--- src/rtl/fnn_pkg.sv ---
// Shared definitions for the feed-forward network compute stages.
//   state_t    : neuron sequencing states
//   DEF_*      : default fixed-point format
//   acc_width(): accumulator width that cannot overflow for a full dot product
package fnn_pkg;

    typedef enum logic [1:0] {
        ACCUM  = 2'd0,
        DRAIN  = 2'd1,
        FINISH = 2'd2
    } state_t;

    localparam int unsigned DEF_DATA_WIDTH = 16;
    localparam int unsigned DEF_FRAC_BITS  = 12;

    // Full-precision product width plus growth for num_weight additions.
    function automatic int unsigned acc_width(input int unsigned num_weight,
                                              input int unsigned data_width);
        return 2 * data_width + $clog2(num_weight);
    endfunction

endpackage

--- src/rtl/neuron_act_relu.sv ---
// Combinational activation path: bias alignment, rescale, saturate, ReLU.
//   acc   : signed accumulated dot product (2*FRAC_BITS fractional bits)
//   bias  : signed neuron bias (FRAC_BITS fractional bits)
//   act_c : post-ReLU activation, saturated to DATA_WIDTH
module neuron_act_relu
    import fnn_pkg::*;
#(
    parameter int unsigned ACC_WIDTH  = 37,
    parameter int unsigned DATA_WIDTH = DEF_DATA_WIDTH,
    parameter int unsigned FRAC_BITS  = DEF_FRAC_BITS
)(
    input  logic [ACC_WIDTH-1:0]  acc,
    input  logic [DATA_WIDTH-1:0] bias,
    output logic [DATA_WIDTH-1:0] act_c
);

    // One guard bit so the bias addition itself cannot wrap.
    localparam int unsigned SUM_WIDTH = ACC_WIDTH + 1;

    logic [SUM_WIDTH-1:0] acc_ext;
    logic [SUM_WIDTH-1:0] bias_ext;
    logic [SUM_WIDTH-1:0] sum;
    logic [SUM_WIDTH-1:0] scaled;

    assign acc_ext  = {acc[ACC_WIDTH-1], acc};
    assign bias_ext = {{(SUM_WIDTH-DATA_WIDTH){bias[DATA_WIDTH-1]}}, bias};
    assign sum      = acc_ext + (bias_ext << FRAC_BITS);
    // Arithmetic shift floors toward minus infinity.
    assign scaled   = SUM_WIDTH'($signed(sum) >>> FRAC_BITS);

    // Negative clamps to zero (ReLU subsumes the lower saturation bound).
    always_comb begin
        act_c = scaled[DATA_WIDTH-1:0];
        if (scaled[SUM_WIDTH-1]) begin
            act_c = '0;
        end else if (|scaled[SUM_WIDTH-2:DATA_WIDTH-1]) begin
            act_c = {1'b0, {(DATA_WIDTH-1){1'b1}}};
        end
    end

endmodule

--- src/rtl/neuron_mac_relu.sv ---
// Single-neuron MAC + bias + rescale + ReLU stage fed by a registered weight ROM.
//   clk, rst            : clock, asynchronous active-high reset
//   in_valid/in_data    : activation stream, in_ready back-pressure
//   bias                : signed bias, stable outside ACCUM
//   w_ren/w_radd/w_rdata: weight ROM read port (1-cycle registered read)
//   out_valid/out_data  : one-cycle result pulse, data held until next result
module neuron_mac_relu
    import fnn_pkg::*;
#(
    parameter int unsigned NUM_WEIGHT = 30,
    parameter int unsigned DATA_WIDTH = DEF_DATA_WIDTH,
    parameter int unsigned FRAC_BITS  = DEF_FRAC_BITS,
    parameter int unsigned ADDR_WIDTH = $clog2(NUM_WEIGHT)
)(
    input  logic                  clk,
    input  logic                  rst,
    input  logic                  in_valid,
    input  logic [DATA_WIDTH-1:0] in_data,
    output logic                  in_ready,
    input  logic [DATA_WIDTH-1:0] bias,
    output logic                  w_ren,
    output logic [ADDR_WIDTH-1:0] w_radd,
    input  logic [DATA_WIDTH-1:0] w_rdata,
    output logic                  out_valid,
    output logic [DATA_WIDTH-1:0] out_data
);

    localparam int unsigned ACC_WIDTH  = acc_width(NUM_WEIGHT, DATA_WIDTH);
    localparam int unsigned PROD_WIDTH = 2 * DATA_WIDTH;

    state_t                 state;
    logic [ADDR_WIDTH-1:0]  cnt;
    logic                   drain_cnt;
    logic                   accept;

    logic [DATA_WIDTH-1:0]  x_d1;
    logic                   v_d1;
    logic [PROD_WIDTH-1:0]  prod;
    logic                   v_d2;
    logic [ACC_WIDTH-1:0]   acc;
    logic [DATA_WIDTH-1:0]  act_c;

    // ROM read is issued in the accept cycle so its data lines up with x_d1.
    assign in_ready = (state == ACCUM);
    assign accept   = in_valid & in_ready;
    assign w_ren    = accept;
    assign w_radd   = cnt;

    // Sequencer: count samples, drain the 3-stage pipe, then emit.
    always_ff @(posedge clk or posedge rst) begin
        if (rst) begin
            state     <= ACCUM;
            cnt       <= '0;
            drain_cnt <= 1'b0;
            out_valid <= 1'b0;
            out_data  <= '0;
        end else begin
            out_valid <= 1'b0;
            case (state)
                ACCUM: begin
                    if (accept) begin
                        if (cnt == ADDR_WIDTH'(NUM_WEIGHT - 1)) begin
                            cnt   <= '0;
                            state <= DRAIN;
                        end else begin
                            cnt <= cnt + ADDR_WIDTH'(1);
                        end
                    end
                end
                DRAIN: begin
                    if (drain_cnt) begin
                        drain_cnt <= 1'b0;
                        state     <= FINISH;
                    end else begin
                        drain_cnt <= 1'b1;
                    end
                end
                FINISH: begin
                    out_data  <= act_c;
                    out_valid <= 1'b1;
                    state     <= ACCUM;
                end
                default: state <= ACCUM;
            endcase
        end
    end

    // MAC pipeline: align sample with ROM data, multiply, accumulate.
    always_ff @(posedge clk or posedge rst) begin
        if (rst) begin
            x_d1 <= '0;
            v_d1 <= 1'b0;
            prod <= '0;
            v_d2 <= 1'b0;
            acc  <= '0;
        end else begin
            x_d1 <= in_data;
            v_d1 <= accept;
            prod <= PROD_WIDTH'($signed(x_d1)) * PROD_WIDTH'($signed(w_rdata));
            v_d2 <= v_d1;
            if (state == FINISH) begin
                acc <= '0;
            end else if (v_d2) begin
                acc <= acc + {{(ACC_WIDTH-PROD_WIDTH){prod[PROD_WIDTH-1]}}, prod};
            end
        end
    end

    neuron_act_relu #(
        .ACC_WIDTH  (ACC_WIDTH),
        .DATA_WIDTH (DATA_WIDTH),
        .FRAC_BITS  (FRAC_BITS)
    ) u_act (
        .acc   (acc),
        .bias  (bias),
        .act_c (act_c)
    );

endmodule

--- config.mk ---
export PLATFORM = sky130hd
export DESIGN_NAME = neuron_mac_relu
export DESIGN_NICKNAME = d
export VERILOG_FILES = /design/src/rtl/fnn_pkg.sv /design/src/rtl/neuron_act_relu.sv /design/src/rtl/neuron_mac_relu.sv
export SDC_FILE = /design/constraint.sdc
export NUM_CORES = 1
export LEC_CHECK = 0
export ABC_AREA = 1
export CAP_MARGIN = 15
export CORE_UTILIZATION = 60
export DETAILED_ROUTE_END_ITERATION = 12
export GPL_TIMING_DRIVEN = 1
export PLACE_DENSITY = 0.79
export SYNTH_ARGS = -nofsm -noshare
export SYNTH_HDL_FRONTEND = slang
export SYNTH_SLANG_ARGS = --single-unit
export TNS_END_PERCENT = 50
--- constraint.sdc ---
create_clock -name clk -period 7.4 [get_ports clk]
set_input_delay 0.74 -clock clk [delete_from_list [all_inputs] [get_ports clk]]
set_output_delay 0.74 -clock clk [all_outputs]
set_load 0.05 [all_outputs]
==> results of run 1 <==
==> worst paths after layout <==
path / endpoint / slack [ps] / depth (start not counted)
min in group asynchronous: w_radd[4] / 700 / 2
hold reg to reg: v_d2 / 370 / 0
hold / removal: v_d2 / 370 / 0
setup / recovery: prod[25] / 1010 / 23
setup reg to reg: prod[25] / 1260 / 22
max in group asynchronous: acc[1] / 5320 / 3
==> worst max-delay path, delay by kind of cell <==
kind                       cells  cell delay (ps)
adders and majority gates      7             3200
buffers and inverters          6             1200
and+or+nand+nor                7              860
AOI/OAI and AO/OA              2              540
xor gates and xnor gates       1              140
==> flip-flops by register name, summed over array words and instances (netlist names) <==
name / cells
acc: 37
drain_cnt: 1
out_data: 16
out_valid: 1
prod: 32
state: 2
v_d1: 1
v_d2: 1
w_radd: 5
x_d1: 16
==> logic make-up (layout without fill, tap and decap cells) <==
group                    count (synthesis)  count (layout)  synth area share, %
AND/OR/NAND/NOR                        975             975                21.90
buffers and inverters                  678             718                14.09
adder cells (fa/ha/maj)                409             409                38.98
AO/OA/AOI/OAI                          234             234                7.055
flip-flops                             112             112                15.39
XOR/XNOR                                54              54                2.597
==> routing by layer <==
metal | vias up | GRT usage (%) | part of all wire (%)
li1 | 7390 | - | -
met1 | 7354 | 40.34 | 43
met2 | 474 | 53.48 | 49
met3 | 91 | 3.790 | 5.5
met4 | 0 | 10.80 | 3.1
met5 | - | 0 | 0
==> placed cells by master (no fill, tap or decap), types with 2 or more instances in the layout <==
master / instances
or2_2: 8
inv_6: 2
ha_1: 145
inv_8: 2
dfrtp_1: 112
nor4_1: 2
nor3_2: 5
o21ai_0: 76
a21o_1: 7
nand3b_1: 3
nand2_2: 8
inv_2: 14
nand3_2: 2
a22o_1: 2
nor2_1: 133
o211ai_1: 7
nor2_2: 10
and3_1: 2
o31ai_1: 3
a21oi_1: 109
clkdlybuf4s50_1: 74
o21bai_1: 7
xnor2_1: 26
nor2_4: 4
nand2_1: 687
buf_4: 20
nand4_1: 18
clkinv_8: 2
nor3_1: 15
xor2_1: 28
a31oi_1: 14
fa_1: 264
clkbuf_16: 9
inv_1: 592
o21a_1: 4
nand3_1: 76
==> cells in the mapped netlist (5+ instances only) <==
library cell / count
nor2_2: 9
nand4_1: 18
fa_1: 264
dfrtp_1: 112
xor2_1: 28
a21oi_1: 109
nor3_1: 15
xnor2_1: 26
clkbuf_1: 65
nor2_1: 134
o211ai_1: 7
o21ai_0: 76
nand2_1: 687
a21o_1: 7
inv_2: 14
inv_1: 593
a31oi_1: 14
or2_2: 8
nand2_2: 8
o21bai_1: 7
nand3_1: 76
ha_1: 145
nor3_2: 5
==> through the flow <==
step,worst slack [ps],utilization (%)
after floorplan,1472,-
after global placement,732.1,65.00
after detailed placement,657.8,65.00
after CTS,1049,66.03
after global routing,662.3,66.03
final,1012,66.03
==> cell type report <==
class	count	area, um^2	area share [%]
Sequential cell	112	2803	14.28
Multi-Input combinational cell	1672	12850	65.48
Timing Repair Buffer	94	890.9	4.540
Clock buffer	9	225.2	1.148
Tap cell	390	488.0	2.487
Clock inverter	7	81.33	0.4145
Inverter	608	2285	11.64
==> impl_metrics.csv, run 1 <==
group,metric,value,unit
status,status,"completed",
synthesis,ys_ff_latch,112,
finish,drive_above_1_share,3.597,%
worst_setup_path,worst_path_largest_cell_delay,820,ps
global_route,grt_overflow,0,
die,dieArea,31060,um^2
global_route,first_global_vias,15875,
route,wl_per_cell,15.61,um
placement,place_area,19310,um^2
route,antenna_left,0,
synthesis,synth-seq-area-share,15.39,%
synthesis,synthArstFlopShare,100.0,%
route,drc,0,
placement,dp.cells,2876,
worst_hold_path,hp-class,"reg2reg",
timing,rsz0062_at_grt,"false",
timing,setup_violations,0,
run,cap_violations,0,
route,routed_wl,45130,um
clocking,clkTransAtPathRegs,90,ps
die,start_util,61.29,%
worst_hold_path,hp-start,"v_d1",
synthesis,synth_top_area_share,29.01,%
timing,final.setup.tns,0,ps
clocking,postCtsSetupBuffers,0,
route,dr.pass1.iters,6,
timing,skew,15.55,ps
global_route,grt_max_degree,81,
worst_setup_path,critPathMostFrequentCell,"fa_1",
finish,antenna_cells,0,
route,viasPerCell,5.294,
clocking,cts_resized,0,
clocking,clk_latency,380,ps
timing,fin_crit_sh,86.33,%
clocking,cts_htree_levels,3,
timing,slew_headroom,31.52,%
worst_setup_path,cp-startpoint,"w_rdata[5]",
worst_setup_path,cp.arrival,6700,ps
placement,gp_congestion,0.9833,
synthesis,synth_edf_count,0,
timing,period_needed,6388,ps
route,drt_iter0_drc,1118,
synthesis,synth.lib_cells_used.distinct,42,
synthesis,syn-cell-area,18210,um^2
die,die-height,176.2,um
worst_setup_path,crit_fanout,9,
finish,syn_to_final_growth,7.721,%
clocking,cts-buffers-inserted,9,
die,ios,75,
worst_setup_path,worstPathRequired,7710,ps
worst_setup_path,r2r-start,"x_d1[7]",
synthesis,ys.flop_type,"dfrtp_1",
global_route,grt_antenna_before_repair,0,
synthesis,syn_nets,2922,
worst_setup_path,crit_chain,"clkdlybuf4s50_1 > nand2_1 > inv_1 > fa_1 > inv_1 > fa_1 > fa_1 > inv_1 > fa_1 > fa_1 > inv_1 > fa_1 > inv_1 > ha_1 > nand2_1 > nor2_1 > nand3_1 > nand3_1 > a21oi_1 > o21ai_0 > nand2_1 > nand2_1 > xor2_1",
finish,fin_area,19620,um^2
synthesis,ys_warn_count,0,
worst_setup_path,cp-start-kind,"input port",
die,core_area,29720,um^2
synthesis,yosys.area.top_type,"fa_1",
synthesis,syn_area_per_cell,7.398,um^2
global_route,grtUsageTotal,31.03,%
die,num_rows,63,
finish,fin_cells,2892,
clocking,clock_sinks,112,
route,dr_total_vias,15309,
die,die_w,176.2,um
worst_setup_path,cpMaxStageDelayCell,"clkdlybuf4s50_1",
timing,fmax,156.5,MHz
timing,hold-worst-slack,367.7,ps
timing,slew_violations,0,
finish,num-nets-final,2957,
timing,worstMarginPinSlew,1027,ps
clocking,cts_tree,"built",
placement,dpl.hpwl,38200,um
worst_setup_path,criticalPathCategory,"in2reg",
global_route,grt_pass1_wl,76040,um
synthesis,syn_inst,2462,
worst_setup_path,endpoint_kind,"register",
finish,fillCellCount,2577,
synthesis,yosys-top-cells-area,"fa_1, dfrtp_1, nand2_1, inv_1, ha_1",
timing,hold_viol_final,0,
clocking,cts_root_buf,"clkbuf_16",
placement,port_buffers,74,
clocking,holdBufCountCts,0,
clocking,cts_buffer_depth,2,
Power of run 1 is not shown: default switching activity piles up to over one toggle a cycle in this logic, so the estimate is an artifact.
==> run 2, diff against run 1 <==
clock period = 7.99 ns   (was 7.4 ns; I/O delays follow)
==> run 2 against run 1 <==
First-iteration DRC count is 5.4% lower; non-clock buffer count is 8 lower; flip-flop and latch count stayed put; final area is 0.22% lower; via count is 0.22% higher; sequential share of layout area hardly changed; global-route usage is 0.13 points lower.
==> impl_metrics.csv, run 2 (synthesis gave the netlist of run 1 again) <==
group,metric,value,unit
status,status,"completed",
route,dr_total_vias,15342,
route,dr.pass1.iters,5,
finish,top_regs,"acc (37), prod (32)",
finish,fin_cells,2884,
global_route,first_global_vias,16091,
worst_hold_path,hp-class,"reg2reg",
worst_setup_path,crit_fanout,12,
finish,antenna_cells,0,
global_route,grt_overflow,0,
finish,num-nets-final,2949,
die,die-height,176.2,um
finish,final_cell_mix,"nand2_1, inv_1, fa_1, ha_1, nor2_1",
timing,worstMarginPinSlew,983.8,ps
global_route,grt_antenna_before_repair,0,
timing,worst_slack,1405,ps
placement,dpl.hpwl,38130,um
worst_setup_path,cp-endpoint,"prod[26]",
finish,fin_area,19580,um^2
timing,fmax,151.9,MHz
global_route,grtUsageTotal,30.90,%
timing,final.setup.tns,0,ps
clocking,cts_htree_levels,3,
clocking,clock_sinks,112,
finish,regMostFlops,"acc",
route,antenna_left,0,
finish,largest_reg_flops,37,
die,die_w,176.2,um
timing,rsz0062_at_grt,"false",
clocking,postCtsSetupBuffers,0,
worst_setup_path,cp-start-kind,"input port",
worst_setup_path,rr_worst_depth,17,
clocking,holdBufCountCts,0,
timing,setup_violations,0,
timing,fin_crit_sh,82.41,%
worst_setup_path,endpoint_kind,"register",
worst_setup_path,cp-startpoint,"w_rdata[4]",
clocking,cts_tree,"built",
route,wl_per_cell,15.60,um
timing,slew_violations,0,
worst_setup_path,r2r_end,"prod[26]",
global_route,grt_max_degree,79,
die,core_area,29720,um^2
finish,drive_above_1_share,3.288,%
placement,post-place-ws,1015,ps
clocking,cts_resized,0,
run,cap_violations,0,
die,start_util,61.29,%
timing,hold_viol_final,0,
worst_setup_path,worstPathRequired,8240,ps
worst_setup_path,r2r-start,"x_d1[15]",
timing,period_needed,6585,ps
placement,port_buffers,74,
clocking,cts_buffer_depth,2,
worst_setup_path,cp.arrival,6840,ps
global_route,grt_pass1_wl,76400,um
route,drc,0,
worst_hold_path,hp-start,"v_d1",
die,num_rows,63,
clocking,clk_latency,370,ps
timing,slew_headroom,34.41,%
finish,layout_commonest_cell,"nand2_1",
placement,dp.cells,2868,
die,dieArea,31060,um^2
route,routed_wl,45000,um
route,drt_iter0_drc,1058,
route,viasPerCell,5.320,
timing,skew,15.78,ps
clocking,cts-buffers-inserted,9,
clocking,cts_root_buf,"clkbuf_16",
placement,gp_congestion,0.9861,
worst_setup_path,criticalPathCategory,"in2reg",
die,ios,75,
clocking,clkTransAtPathRegs,80,ps
finish,syn_to_final_growth,7.480,%
placement,place_area,19250,um^2
worst_setup_path,reg2reg_slack,1780,ps
run 2: cell count changes in the layout (fill, tap and decap cells not counted), sizes merged:
cell    delta
bufinv     +1
inv        -1
buf        -8
run 2: worst max-delay path, stage by stage:
cell             delay, ps
clkdlybuf4s50_1        840
nand2_1                250
fa_1                   580
inv_1                   70
fa_1                   780
fa_1                   530
fa_1                   520
fa_1                   500
inv_1                   50
fa_1                   480
inv_1                   40
ha_1                   350
nand2_1                140
nor3_1                 320
nand4_1                150
nand3_1                150
a31oi_1                110
xnor2_1                150
run 2: cell type report:
class                   instances  area [um^2]
fillers                      2571        10140
clock inverters                 7        97.59
multi-input cells            1672        12850
well taps                     390        488.0
repair buffers                 86        830.8
clock buffers                   9        225.2
flip-flops and latches        112         2803
inverters                     608         2285
run 2: worst min path at each step:
stage | slack, ps | cells past startpoint | endpoint
after floorplan | 330 | 0 | v_d2
after global placement | 340 | 0 | v_d2
after detailed placement | 340 | 0 | v_d2
after CTS | 370 | 0 | v_d2
after global routing | 380 | 0 | v_d2
final | 370 | 0 | v_d2
run 2: per-stage QoR:
stage / hold slack [ps] / utilization (%)
after floorplan: 331.2 / -
after global placement: 335.1 / 64.79
after detailed placement: 341.0 / 64.79
after CTS: 368.9 / 65.88
after global routing: 381.4 / 65.88
final: 367.1 / 65.88
run 2: layer usage:
layer,routed length [um],GRT usage (%)
met1,19290,40.24
met2,21940,53.64
met4,1296,10.54
met3,2473,3.273
met5,0,0
Power of run 2 is left out for the same reason.
